File: src/rtl/mem_dump_ctrl.sv
// Walks the data memory word by word through the debug read port and streams it out as bytes.
// Optional trailing XOR checksum byte when MEM_DUMP_CHECKSUM_EN is defined.
module mem_dump_ctrl #(
  parameter int DATA_WIDTH = 32,
  parameter int MEM_SIZE   = 64,
  parameter int ADDR_WIDTH = $clog2(MEM_SIZE)
) (
  input  logic                  clk,
  input  logic                  rst,
  input  logic                  i_start,
  input  logic                  i_abort,
  output logic [ADDR_WIDTH-1:0] o_debug_addr,
  output logic                  o_mem_read_en,
  input  logic [DATA_WIDTH-1:0] i_debug_data,
  output logic [7:0]            o_tx_data,
  output logic                  o_tx_valid,
  input  logic                  i_tx_ready,
  output logic                  o_busy,
  output logic                  o_done,
  output logic [2:0]            o_dbg_state
);

  // Byte stream: a byte transfers on a posedge where o_tx_valid && i_tx_ready;
  // o_tx_data holds steady while o_tx_valid is high and i_tx_ready is low.

  typedef enum logic [2:0] {
    S_IDLE = 3'd0,
    S_READ = 3'd1,
    S_WAIT = 3'd2,
    S_SEND = 3'd3,
`ifdef MEM_DUMP_CHECKSUM_EN
    S_CSUM = 3'd4,
`endif
    S_DONE = 3'd5
  } state_t;

  localparam logic [ADDR_WIDTH-1:0] LAST_ADDR = ADDR_WIDTH'(MEM_SIZE - 4);
`ifdef MEM_DUMP_CHECKSUM_EN
  localparam state_t AFTER_LAST = S_CSUM;
`else
  localparam state_t AFTER_LAST = S_DONE;
`endif

  state_t                state, state_n;
  logic [ADDR_WIDTH-1:0] addr;
  logic [1:0]            byte_idx;
  logic [DATA_WIDTH-1:0] word;
  logic [7:0]            cur_byte;

  assign cur_byte = word[{byte_idx, 3'b000} +: 8];

  always_ff @(posedge clk or posedge rst) begin
    if (rst) state <= S_IDLE;
    else     state <= state_n;
  end

  always_comb begin
    state_n = state;
    case (state)
      S_IDLE: if (i_start) state_n = S_READ;
      S_READ: state_n = S_WAIT;
      S_WAIT: state_n = S_SEND;
      S_SEND: begin
        if (i_tx_ready && byte_idx == 2'd3)
          state_n = (addr == LAST_ADDR) ? AFTER_LAST : S_READ;
      end
`ifdef MEM_DUMP_CHECKSUM_EN
      S_CSUM: if (i_tx_ready) state_n = S_DONE;
`endif
      S_DONE: state_n = S_IDLE;
      default: state_n = S_IDLE;
    endcase
    // Abort overrides every transition, including a start seen in IDLE.
    if (i_abort) state_n = S_IDLE;
  end

`ifdef MEM_DUMP_CHECKSUM_EN
  logic [7:0] csum;
`endif

  always_ff @(posedge clk or posedge rst) begin
    if (rst) begin
      addr     <= '0;
      byte_idx <= '0;
      word     <= '0;
`ifdef MEM_DUMP_CHECKSUM_EN
      csum     <= '0;
`endif
    end else if (!i_abort) begin
      case (state)
        S_IDLE: begin
          if (i_start) begin
            addr <= '0;
`ifdef MEM_DUMP_CHECKSUM_EN
            csum <= '0;
`endif
          end
        end
        S_WAIT: begin
          word     <= i_debug_data;
          byte_idx <= 2'd0;
        end
        S_SEND: begin
          if (i_tx_ready) begin
`ifdef MEM_DUMP_CHECKSUM_EN
            csum <= csum ^ cur_byte;
`endif
            byte_idx <= byte_idx + 2'd1;
            if (byte_idx == 2'd3 && addr != LAST_ADDR)
              addr <= addr + ADDR_WIDTH'(4);
          end
        end
        default: ;
      endcase
    end
  end

  always_comb begin
    o_debug_addr  = addr;
    o_mem_read_en = 1'b0;
    o_tx_data     = 8'h00;
    o_tx_valid    = 1'b0;
    o_busy        = (state != S_IDLE);
    o_done        = 1'b0;
    o_dbg_state   = state;
    case (state)
      S_READ: o_mem_read_en = 1'b1;
      S_SEND: begin
        o_tx_valid = 1'b1;
        o_tx_data  = cur_byte;
      end
`ifdef MEM_DUMP_CHECKSUM_EN
      S_CSUM: begin
        o_tx_valid = 1'b1;
        o_tx_data  = csum;
      end
`endif
      S_DONE: o_done = 1'b1;
      default: ;
    endcase
  end

endmodule

File: config.mk
export PLATFORM = sky130hd
export DESIGN_NAME = mem_dump_ctrl
export DESIGN_NICKNAME = d
export VERILOG_FILES = /design/src/rtl/mem_dump_ctrl.sv
export SDC_FILE = /design/constraint.sdc
export NUM_CORES = 1
export LEC_CHECK = 0
export BUFFER_PORTS_ARGS = -buffer_cell sky130_fd_sc_hd__buf_4
export CAP_MARGIN = 20
export CORE_AREA = 4 4 81 83
export CTS_BUF_LIST = sky130_fd_sc_hd__clkbuf_8
export DETAILED_ROUTE_END_ITERATION = 16
export DIE_AREA = 0 0 85 87
export PLACE_DENSITY_LB_ADDON = 0.15
export SYNTH_ARGS = -nofsm -noshare
export SYNTH_HDL_FRONTEND = slang
export SYNTH_SLANG_ARGS = --single-unit
File: constraint.sdc
create_clock -name clk -period 2.9 [get_ports clk]
set_clock_uncertainty 0.2 [all_clocks]
set_input_delay 0.58 -clock clk [delete_from_list [all_inputs] [get_ports clk]]
set_output_delay 0.58 -clock clk [all_outputs]
set_load 0.01 [all_outputs]
==> metrics.txt, run 1 <==
routability cong.=between 0.7 and 0.8; post-synthesis mux area share=27.32%; largest family of logic cells by synthesized area=multiplexers; global-route wire length before repair=approximately 7300 um; register area share after synthesis=50.81%; Seq cells post-synth=between 40 and 50; Post-Synth Simple-Gate Area=9.232%; startpoint types=flop; GRT Resource Usage Total=12.64%; vias per cell=~5.0; Max Fclk=~0.39 GHz; post-route design area=2561 sq um; Syn Std Cell Area=between 2000 and 2500 sq um; 1st-iter DRT viols=62; Final Setup Violations=0; CTS Buf Count=5; DRC=0; Placed Cells=around 270; maximum clock path buffer count=2; complex-gate fraction of the synthesized area=5.204%; Final TNS setup=0 ns; final core utilization=43.78%; EDFF count, synth=0; post-synth cell types=35; CP max stage delay=roughly 0.66 ns; floorplan row count=28; total chip power=roughly 1.5 mW; post-route ant nets=0; clock transition at the registers of the reported paths=about 0.080 ns; CP delay by family, top=flip-flops; largest net degree at the start of global routing=33; core area=approximately 5900 sq um; Final min period=2.589 ns; layout cells sized above 1=a little under three fifths; most common cell after layout, fill and taps aside=buf_4; Period Utilization, post-route=between 80% and 90%; Synth async-reset ratio=100.0%; Routed Wire Length=approximately 4200 um; nets@finish=244; cell taking the most area after synthesis=dfrtp_1; synth top area cells=dfrtp_1 51%, mux2_2 18%, mux4_2 8.9%; Max Cap Violations=0; number of setup buffers added after CTS=0; crit path DAT=around 1.8 ns; critical path class=reg -> out; Post-Syn Area per Cell=approximately 14 sq um; Post-Layout Cell Count=280; Pre-Repair DR Iteration Count=4; Synth Flop Type=dfrtp_1; CTS tree=yes; DP Area=~2500 sq um; die area=approximately 7400 sq um; Ys Warns=0; highest-count cells in the layout ignoring fill and taps=60 x buf_4, 41 x dfrtp_1, 32 x mux2_2; Peak VDD IR=0.2530 mV; CTS resizes=0; worst rel slew slack=~40%; DPL Wire Length=about 3200 um; Post-Synthesis Cells=approximately 150; initial antenna violation count=0; CP max stage cell=dfrtp_1; hold_buf cts=0; post-synth top area share=around half; via count of the first global-routing pass=1517; RSZ-0062 raised after global routing=no; residual overflow from global routing=0; Clock Latency Late Sink=between 0.2 and 0.3 ns; WP data required=between 2 and 2.5 ns; routed via count=around 1400; fillers=around 560; pwr dens=588.5 nW/um^2; HP Class=in -> async; crit path capture type=primary output; Sinks on Clock Net=41; worst-path cell chain=mux4_2 > nor2b_1 > buf_4; starting density of the core=34.52%; worst-margin pin slew=slightly below 0.9 ns; post-DR wirelength/cell=15.00 um; IO Port Bufs=between 50 and 60; post-synthesis xor/xnor area fraction=0%; Synth Area in Adders=~1.9%; Max Slew Vio Count=0; die width=approximately 85 um; status=complete, no violations; antenna cells=0; chip height=87 um; Crit Path Max Fanout=10; final hold viol count=0; I/O pins=a little under 60; P&R area growth vs syn=26.83%; clock root buffer=clkbuf_8; Worst Path Buf+Inv=1; H-Tree Depth=2; static leakage=1.148 nW
[per-stage QoR]
step | setup WS, ns | hold WS [ns]
5_1_grt | 0.1732 | 0.2014
4_1_cts | 0.2477 | 0.1863
2_1_floorplan | 0.9101 | 0.2526
3_3_place_gp | 0.5741 | 0.2705
3_5_place_dp | 0.5778 | 0.2937
6_report | 0.3108 | 0.1694
[logic make-up after synthesis]
kind of cell / count (synthesis)
mux: 41
flops: 41
simple gates: 30
compound gates: 16
buf+inv: 15
fa+ha+maj: 3
other cells: 1
[registers in the layout (all words and copies together) (netlist names)]
name          flops
word             32
o_debug_addr      4
byte_idx          2
o_dbg_state       3
[layer usage]
metal  routed length (um)  track usage [%]  part of all wire (%)
met1                 1653            15.19                    39
met2                 2213            21.40                    53
met3                  275            4.352                   6.5
met4                   58            3.885                   1.4
met5                    0                0                     0
[worst paths after layout]
check / startpoint / end / slack [ns] / cells past startpoint
hold / removal: rst / word[23] / 0.17 / 2
setup / recovery: byte_idx[1] / o_tx_data[0] / 0.31 / 3
setup reg to reg: o_dbg_state[2] / word[7] / 0.92 / 5
hold reg to reg: word[20] / word[20] / 0.31 / 1
max in group asynchronous: rst / byte_idx[1] / 1.65 / 3
min in group clk: i_abort / o_dbg_state[1] / 0.27 / 2
[where the power goes]
part	internal [mW]	leakage, nW	switching [mW]
combinational	0.240	0.601	0.101
sequential	0.722	0.506	0.0825
clock	0.166	0.0416	0.196
[final cells by class]
cell class                 instances  area (sq um)  share of cell area (%)
sequential                        41          1026                   40.06
multi-input combinational         92         888.4                   34.68
timing repair buffer              60         450.4                   17.59
tap                               75         93.84                   3.664
clock buffer                       5         68.82                   2.687
clock inverter                     3         18.77                  0.7328
inverter                           4         15.01                  0.5862
[worst reg2reg max path, cell delays in order (launching register included)]
cell	delay (ns)
dfrtp_1	0.47
nor2_2	0.20
nand2_1	0.12
nor2_4	0.10
buf_4	0.37
mux2_2	0.41
[Yosys cell counts, types with 2 or more instances]
cell type	number
dfrtp_1	41
mux2_2	32
mux4_2	8
nor2b_1	8
o21ai_0	6
inv_1	4
nand2_1	4
buf_6	3
ha_1	3
nor3_1	3
a21oi_1	2
a31oi_1	2
buf_2	2
buf_4	2
clkbuf_1	2
clkbuf_8	2
nand3b_1	2
nand4_1	2
nor2_1	2
o31ai_1	2
(Power assumes the default switching activity.)
==> run 2: changes to the inputs <==
--- a/config.mk
+++ b/config.mk
@@ -7,11 +7,12 @@
 export LEC_CHECK = 0
 export BUFFER_PORTS_ARGS = -buffer_cell sky130_fd_sc_hd__buf_4
 export CAP_MARGIN = 20
-export CORE_AREA = 4 4 81 83
+export CORE_AREA = 2 2 79 81
 export CTS_BUF_LIST = sky130_fd_sc_hd__clkbuf_8
 export DETAILED_ROUTE_END_ITERATION = 16
-export DIE_AREA = 0 0 85 87
-export PLACE_DENSITY_LB_ADDON = 0.15
+export DIE_AREA = 0 0 81 83
+export PLACE_DENSITY = 0.54
+export REMOVE_ABC_BUFFERS = 1
 export SYNTH_ARGS = -nofsm -noshare
 export SYNTH_HDL_FRONTEND = slang
 export SYNTH_SLANG_ARGS = --single-unit
==> metrics.txt, run 2 (synthesis gave the netlist of run 1 again) <==
worst-path cell chain=mux4_2 > nor2b_1 > buf_4; post-route design area=2579 sq um (+0.68%); core area=5816 sq um (-0.60%); Routed Wire Length=4174 um (-0.64%); starting density of the core=34.72% (+0.21 points); HP Class=in -> reg; Period Utilization, post-route=90.70% (+1.4 points); WP data required=2.12 ns (about the same); crit path DAT=1.85 ns (+0.04 ns); vias per cell=4.858 (-2.3%); global-route wire length before repair=6948 um (-4.8%); status=complete, no violations; chip height=83 um (-4.6%); P_int=1.127 mW (about the same); post-DR wirelength/cell=14.85 um (-1.0%); crit path capture type=primary output; DRC=0 (unchanged); CTS tree=yes; DPL Wire Length=3021 um (-4.4%); worst setup margin=0.2698 ns (-0.04100 ns); GR Util met3=4.130% (-0.22 points); sequential share of power=53.8% (+0.5 points); Peak VDD IR=0.2607 mV (+3.1%); Max Slew Vio Count=0 (unchanged); layout cells sized above 1=55.83% (-0.27 points); Final min period=2.630 ns (+0.04100 ns); clock root buffer=clkbuf_8; post-route ant nets=0 (unchanged); Sinks on Clock Net=41 (unchanged); startpoint types=flop; Crit Path Max Fanout=10 (unchanged); I/O pins=58 (unchanged); via count of the first global-routing pass=1450 (-4.4%); number of flip-flops under the largest register name=32 (unchanged); highest-count cells in the layout ignoring fill and taps=59 x buf_4, 41 x dfrtp_1, 32 x mux2_2; RSZ-0062 raised after global routing=no; antenna cells=0 (unchanged); Largest Register=word; static leakage=1.164 nW (+1.4%); fillers=546 (-2.2%); Comb power frac=23.0% (+0.4 points); sw frac=24.86% (-0.33 points); most common cell after layout, fill and taps aside=buf_4; routing usage on met2=21.56% (+0.16 points); final hold viol count=0 (unchanged); worst-margin pin slew=0.6385 ns (-0.2507 ns); met1 usage=17.22% (+2.0 points); 1st-iter DRT viols=54 (-13%); maximum clock path buffer count=2 (unchanged); critical path class=reg -> out; pre-CTS worst setup slack=0.5467 ns (-0.03110 ns); Max Fclk=0.3802 GHz (-1.6%); DP Area=2466 sq um (-0.30%); P&R area growth vs syn=27.69%; IO Port Bufs=55 (unchanged); Clock Latency Late Sink=0.28 ns (about the same); Pre-Repair DR Iteration Count=4 (unchanged); H-Tree Depth=2 (unchanged); clock power share=23.2% (-0.8 points); Final Setup Violations=0 (unchanged); clock transition at the registers of the reported paths=0.07 ns (about the same); CP max stage delay=0.69 ns (+0.03 ns); CP max stage cell=dfrtp_1; Max Cap Violations=0 (unchanged); reg2reg setup slack=0.79 ns (-0.13 ns); routability cong.=0.7498 (-2.0%); residual overflow from global routing=0 (unchanged); worst rel slew slack=57.30% (+17 points); CTS Buf Count=5 (unchanged); CTS resizes=0 (unchanged); nets@finish=245 (+0.41%); floorplan row count=28 (unchanged); Switch Pwr=372.8 uW (-1.8%); largest net degree at the start of global routing=33 (unchanged); die width=81 um (-4.7%); GRT Resource Usage Total=13.16% (+0.52 points); routed via count=1365 (-1.9%); pwr dens=581.5 nW/um^2 (-1.2%); Final TNS setup=0 ns (unchanged); hold_ws=0.2728 ns (+0.1034 ns); die area=6723 sq um (-9.1%); initial antenna violation count=0 (unchanged); Top Usage Layer GRT=met2
-- run 2: stage by stage --
step | total power, mW | util, % | instances
finish | 1.499 | 44.34 | 281
global placement | 1.140 | 42.41 | 271
CTS | 1.524 | 43.83 | 279
detailed placement | 1.168 | 42.41 | 271
global route | 1.591 | 44.34 | 281
floorplan | 1.038 | - | 137
-- run 2: layer usage --
layer	part of all wire, %	vias to the layer above
li1	-	642
met5	0	-
met2	50	45
met3	7.2	4
met1	42	674
met4	0.34	0
-- run 2: area by class of cell --
type | instances | area, sq um | share of cell area, %
Sequential cell | 41 | 1026 | 39.79
Tap cell | 75 | 93.84 | 3.639
Multi-Input combinational cell | 92 | 888.4 | 34.45
Inverter | 4 | 15.01 | 0.5822
Clock inverter | 3 | 13.76 | 0.5337
Clock buffer | 5 | 68.82 | 2.669
Timing Repair Buffer | 61 | 473.0 | 18.34
-- run 2: worst paths after layout --
check                                from              end  cells after the start
setup reg to reg           o_dbg_state[0]  o_debug_addr[2]                      3
setup / recovery              byte_idx[1]     o_tx_data[2]                      3
hold reg to reg                   word[6]          word[6]                      1
max in group asynchronous             rst         word[17]                      5
min in group asynchronous             rst   o_dbg_state[0]                      3
hold / removal                    i_abort   o_dbg_state[1]                      2
-- run 2: power by group through the flow --
stage	logic, mW	clock network [mW]	registers (mW)
2_1_floorplan	0.248	0	0.790
3_3_place_gp	0.331	0	0.808
3_5_place_dp	0.347	0	0.821
4_1_cts	0.348	0.365	0.812
5_1_grt	0.378	0.384	0.829
6_report	0.345	0.348	0.807
-- run 2: what timing repair did --
item / 4_1_cts / 5_1_grt
hold endpoints to repair: 0 / 4
hold buffers: 0 / 1
buffers inserted: 0 / 0
-- run 2: critical path, delay by kind of cell (launching register included) --
kind / cells / cell delay [ns]
buffers and inverters: 1 / 0.17
multiplexers: 1 / 0.56
flip-flops: 1 / 0.69
AND/OR/NAND/NOR: 1 / 0.15
